## src/rtl/fetch_unit.sv

```systemverilog
// Instruction-fetch front end: owns the fetch PC, issues one synchronous imem read per
// cycle when credit allows, and queues {pc, inst} pairs for decode in a small FIFO.
module fetch_unit #(
  parameter logic [31:0] RESET_PC = 32'h1c000000,
  parameter int          ADDR_W   = 10,
  parameter int          DEPTH    = 4
) (
  input  logic              clk,
  input  logic              rst,
  input  logic              redirect_valid,
  input  logic [31:0]       redirect_pc,
  output logic              imem_req,
  output logic [ADDR_W-1:0] imem_addr,
  input  logic [31:0]       imem_rdata,
  output logic              out_valid,
  input  logic              out_ready,
  output logic [31:0]       out_inst,
  output logic [31:0]       out_pc,
  output logic [31:0]       fetch_pc,
  output logic              align_err
);

  localparam int PW = $clog2(DEPTH);
  localparam int CW = PW + 1;
  localparam logic [CW:0] DEPTH_C = DEPTH[CW:0];

  logic [CW-1:0] count;
  logic          inflight;
  logic [31:0]   resp_pc;
  logic [PW-1:0] wr_ptr;
  logic [PW-1:0] rd_ptr;
  logic [31:0]   pc_mem   [DEPTH];
  logic [31:0]   inst_mem [DEPTH];
  logic [CW:0]   used;
  logic          push;
  logic          pop;

  // Handshake: the head transfers on any rising edge where out_valid && out_ready are both
  // high; out_valid never depends on out_ready, and the head is held while stalled.
  // A request is issued only when every FIFO slot not yet full has room for an in-flight
  // response, so a pushed response can never find the FIFO full.
  assign used      = {1'b0, count} + {{CW{1'b0}}, inflight};
  assign imem_req  = !rst && !redirect_valid && (used < DEPTH_C);
  assign imem_addr = fetch_pc[ADDR_W+1:2];

  assign out_valid = (count != '0);
  assign out_pc    = out_valid ? pc_mem[rd_ptr]   : 32'h0;
  assign out_inst  = out_valid ? inst_mem[rd_ptr] : 32'h0;

  // A redirect kills the response arriving this cycle along with everything queued.
  assign push = inflight && !redirect_valid;
  assign pop  = out_valid && out_ready;

  always_ff @(posedge clk) begin
    if (rst) begin
      fetch_pc  <= RESET_PC;
      count     <= '0;
      wr_ptr    <= '0;
      rd_ptr    <= '0;
      inflight  <= 1'b0;
      resp_pc   <= 32'h0;
      align_err <= 1'b0;
    end else if (redirect_valid) begin
      fetch_pc  <= {redirect_pc[31:2], 2'b00};
      count     <= '0;
      wr_ptr    <= '0;
      rd_ptr    <= '0;
      inflight  <= 1'b0;
      align_err <= align_err | (redirect_pc[1:0] != 2'b00);
    end else begin
      inflight <= imem_req;
      if (imem_req) begin
        resp_pc  <= fetch_pc;
        fetch_pc <= fetch_pc + 32'd4;
      end
      if (push) wr_ptr <= wr_ptr + 1'b1;
      if (pop)  rd_ptr <= rd_ptr + 1'b1;
      case ({push, pop})
        2'b10:   count <= count + 1'b1;
        2'b01:   count <= count - 1'b1;
        default: count <= count;
      endcase
    end
  end

  // Entry storage needs no reset; validity is tracked entirely by count.
  always_ff @(posedge clk) begin
    if (!rst && push) begin
      pc_mem[wr_ptr]   <= resp_pc;
      inst_mem[wr_ptr] <= imem_rdata;
    end
  end

endmodule

```

## config.mk

```make
export PLATFORM = sky130hd
export DESIGN_NAME = fetch_unit
export DESIGN_NICKNAME = d
export VERILOG_FILES = /design/src/rtl/fetch_unit.sv
export SDC_FILE = /design/constraint.sdc
export NUM_CORES = 1
export LEC_CHECK = 0
export ABC_AREA = 1
export ABC_CLOCK_PERIOD_IN_PS = 5300
export CAP_MARGIN = 20
export CORE_MARGIN = 2
export CORE_UTILIZATION = 42
export DETAILED_ROUTE_END_ITERATION = 7
export GPL_ROUTABILITY_DRIVEN = 0
export PLACE_DENSITY = 0.67
export SLEW_MARGIN = 5
export SYNTH_ARGS = -nofsm -noshare
export SYNTH_HDL_FRONTEND = slang
export SYNTH_SLANG_ARGS = --single-unit
```

## constraint.sdc

```tcl
create_clock -name clk -period 5.3 [get_ports clk]
set_input_delay 1.325 -clock clk [delete_from_list [all_inputs] [get_ports clk]]
set_output_delay 1.325 -clock clk [all_outputs]
set_load 0.01 [all_outputs]
```

Word level (Yosys, flattened, before mapping)
Memory sizes are Yosys's and may differ from the RTL's. A register that Yosys moved wholly into a read port is not among the register bits.
Cells that the tools add are included.
- bitwise operators: 2
- magnitude comparators: 1
- add/sub/neg operators: 6
- divide/modulo/power cells: 0
- mux-type cells: 11
- reductions and logical operators: 13
- $mul: 0
- equal/unequal tests: 2
- shifts and indexed selects: 0
- operator list (cell ; number):
    $mux W32 ; 4
    $add A32 B3 Y32 const B ; 1
    $mux W2 ; 4
    $pmux W3 S2 ; 1
    $reduce_bool A2 Y1 ; 3
    $logic_and A1 B1 Y1 ; 5
    $add A2 B1 Y2 const B ; 2
    $add A3 B1 Y4 ; 1
    $lt A4 B3 Y1 const B ; 1
    $add A3 B1 Y3 const B ; 1
    $reduce_bool A3 Y1 ; 1
    $sub A3 B1 Y3 const B ; 1
    $eq A2 B1 Y1 const B ; 1
    $eq A2 B2 Y1 const B ; 1
    $logic_not A1 Y1 ; 2
    $mux W1 ; 2
    $reduce_and A2 Y1 ; 1
    $reduce_or A2 Y1 ; 1
    $not A1 Y1 ; 1
    $or A1 B1 Y1 ; 1
- input bits: 68
- logic and storage cells: 45
- flip-flop bits (word level): 73
- output and inout bits: 109
- RAM bits: 256
- bits in latches: 0
- memory bits (read-only): 0
- memories kept: 2
- memories (memory ; words ; bits a word ; rd ports ; clocked after Yosys merged registers in ; write ports ; line ; RTL):
    inst_mem ; 4 ; 32 ; 1 ; 1 ; 1 ; 33 ; logic [31:0] inst_mem [DEPTH];
    pc_mem ; 4 ; 32 ; 1 ; 1 ; 1 ; 32 ; logic [31:0] pc_mem [DEPTH];

Longest topological paths before layout
- word-level depth: 5
- gate-level depth with buffers: 11
- mapped depth without buffers: 10

Worst setup path before layout
OpenSTA, ideal clock, no wires.
- kind: input port to flip-flop
- from: in redirect_valid
- to: mem inst_mem[0][0], enable pin
- path slack: 515 ps
- cell stages on the path: 4
- arrival: 4302 ps
- buffers on the path: 1
- library setup time: 482 ps
- required time: 4818 ps
- path through: buf_6 > nor2_8 > nand2_1 > nor2_1
- word-level cells in the longest chain between the ends: 5
- RTL lines (item ; line ; RTL):
    start, declared ; 10 ; input logic redirect_valid,
    $logic_not A1 Y1 ; 51 ; assign push = inflight && !redirect_valid;
    $logic_and A1 B1 Y1 ; 51 ;
    $logic_and A1 B1 Y1 ; 88 ; if (!rst && push) begin
    $mux W1 ; 88 ;
    $mux W1 (implied by the code) ; 90 ; inst_mem[wr_ptr] <= imem_rdata;
    end, declared ; 33 ;
Every way passes these cells.

==> flow_summary.ini <==
[run_status]
run_status = completed

[power_and_ir_drop]
p_per_area_nw_per_um2 = 329.0
finalPower_uw = 5418
leakage_uw = 0.005803
ir_drop_v = 0.0001793

[global_route]
first_global_vias = 9166
grt_max_degree = 85
grt_util_all_layers_pct = 18.52
grt.overflow.total = 0
top_usage_layer = met2
grt_pass1_wl_mm = 48.47
use_met2_pct = 29.48
grt_use_met1_pct = 25.22
use_met3_pct = 3.871
antenna_found_initial = 0

[sta]
fmax_mhz = 233.4
fin_crit_sh_pct = 80.84
setup_tns_ps = 0
hold_violations = 0
final_max_slew_viol_count = 0
fin_skew_ps = 14.87
post-route-min-period_ps = 4285
tightest_slew_ps = 1033
grt_setup_unrepaired = false
finalSetupViolCount = 0
hold_slack_ps = 450.7
slew_headroom_pct = 31.00
setup_slack_ps = 1015

[clock_tree]
ctsRootBufferMaster = clkbuf_16
h-tree-depth = 2
cts.clk_slew.worst_paths_ps = 60
clock_latency_ps = 500
cts_made_buffers = 34
cts_hold_buf = 0
cts_setup_buffers = 0
cts_buffer_depth = 3
tritoncts = yes
cts_resized = 0
cts_sinks = 319

[place]
numPortBuffers = 172
pre_cts_ws_ps = 1233
dpl.hpwl_mm = 18.37

[final_layout]
syn_to_final_growth_pct = 22.93
drive_gt1_share_pct = 6.758
mostFrequentLayoutCells = nor2_1, edfxtp_1, clkdlybuf4s50_1
final_common_cell = nor2_1
multi_input_area_um2 = 3835
regArea_um2 = 8874
layout.nets = 1517
fillers = 2723
diodes = 0

[worst_hold_path]
min-delay-start = align_err$_SDFFE_PP0P_
hold_class = register to register

[floorplanning]
dieArea_um2 = 33340
fp.dieH_um = 182.6
dieWidth_um = 182.6
core_um2 = 31470
num_rows = 65
start_util_pct = 42.57
ios = 177

[route]
drtIter0Drc = 774
drt_first_pass_iters = 5
routed_via_density = 5.130
drtAntennaViolNets = 0
wl_mm = 31.06
post_drt_wl_per_cell_um = 16.63
vias = 9577
drcViolationCount = 0

[setup_path]
critPathLaunchType = register
crit_fanout = 84
criticalPathCategory = register to primary output
crit_path_end_kind = primary output
crit_required_ps = 3970
reg2reg_from = count[2]$_SDFFE_PP0P_
crit_arrival_ps = 2960

[synthesis]
synth-seq-cells = 319
avgSynthCellArea_um2 = 10.34
netlist_area_um2 = 13400
yosys-top-cells-area = edfxtp_1, dfxtp_1, nor2_1, o21ai_0, a21oi_1
yosysSeqAreaShare_pct = 66.19
yosysUniqueCellTypes = 41
synth_top_area_cell = edfxtp_1
yosysWarnings = 0
yosysTopAreaCellShare_pct = 55.58
syn_inst = 1296

[job]
maxCapViolations = 0
sequential cells by signal (all words and copies together) (netlist names), named ones only:
| register | flops |
|---|---|
| inflight | 1 |
| count | 3 |
| rd_ptr | 2 |
| resp_pc | 30 |
| fetch_pc | 30 |
| wr_ptr | 2 |
| align_err | 1 |
| pc_mem | 120 |
| inst_mem | 128 |
cells by family (layout without fill, tap and decap cells):
kind of cell    Yosys count  after routing  synth area share (%)
simple gates            511            511                 16.06
flops                   319            319                 66.19
compound gates          284            284                 10.99
buf+inv                 166            332                 5.491
xor+xnor                  8              8                0.5230
fa+ha+maj                 7              7                0.7097
other cells               1              4               0.02799
cell usage after synthesis:
master	number
a211oi_1	6
a211oi_2	3
a21oi_1	102
a22oi_1	1
a31oi_1	2
buf_1	1
buf_2	16
buf_4	16
buf_6	4
clkbuf_1	44
conb_1	1
dfxtp_1	71
edfxtp_1	248
fa_1	1
ha_1	6
inv_1	80
inv_2	4
inv_4	1
nand2_1	111
nand2_2	3
nand2_4	1
nand3_1	42
nand3_2	1
nand3_4	2
nand3b_1	1
nand4_1	6
nor2_1	318
nor2_2	6
nor2_4	7
nor2_8	1
nor3_1	9
nor3_4	1
nor3b_1	1
nor4_1	1
o211ai_1	1
o21a_1	1
o21ai_0	151
o21ai_1	15
o22ai_1	1
o31ai_1	1
xor2_1	8
worst max-delay path, cell delays in order, from the launching register on:
cell,delay (ps)
dfxtp_4,590
clkinv_2,540
buf_12,400
o21ai_0,230
a21oi_1,130
clkdlybuf4s50_1,530
report_power, final:
group,internal [uW],leakage [uW],switching (uW)
clock network,1360,0.000524,914
registers,2740,0.00284,53.3
logic,160,0.00244,188
routing by layer:
metal,up-vias,wire [um]
met4,0,733
met2,369,14080
met3,56,2247
li1,4686,-
met1,4466,13990
met5,-,0
per-stage QoR:
step           cells  util (%)  cell area (um2)
5_1_grt         1867     52.33            16470
2_1_floorplan   1299         -            13410
6_report        1867     52.33            16470
3_3_place_gp    1808     48.89            15390
3_5_place_dp    1808     48.89            15390
4_1_cts         1867     52.33            16470
layout make-up:
type                       instances  area share [%]
timing repair buffer             188           11.26
clock inverter                    15          0.7825
sequential                       319           53.88
clock buffer                      44           5.781
multi-input combinational        814           23.29
tap                              402           3.054
inverter                          85           1.960
final timing paths:
check	end	slack, ps	depth (start not counted)
setup / recovery	out_inst[17]	1020	5
hold / removal	align_err$_SDFFE_PP0P_	450	2
setup reg to reg	count[2]$_SDFFE_PP0P_	2740	10
hold reg to reg	align_err$_SDFFE_PP0P_	450	2
No activity file was read; power rests on OpenSTA's default activity.
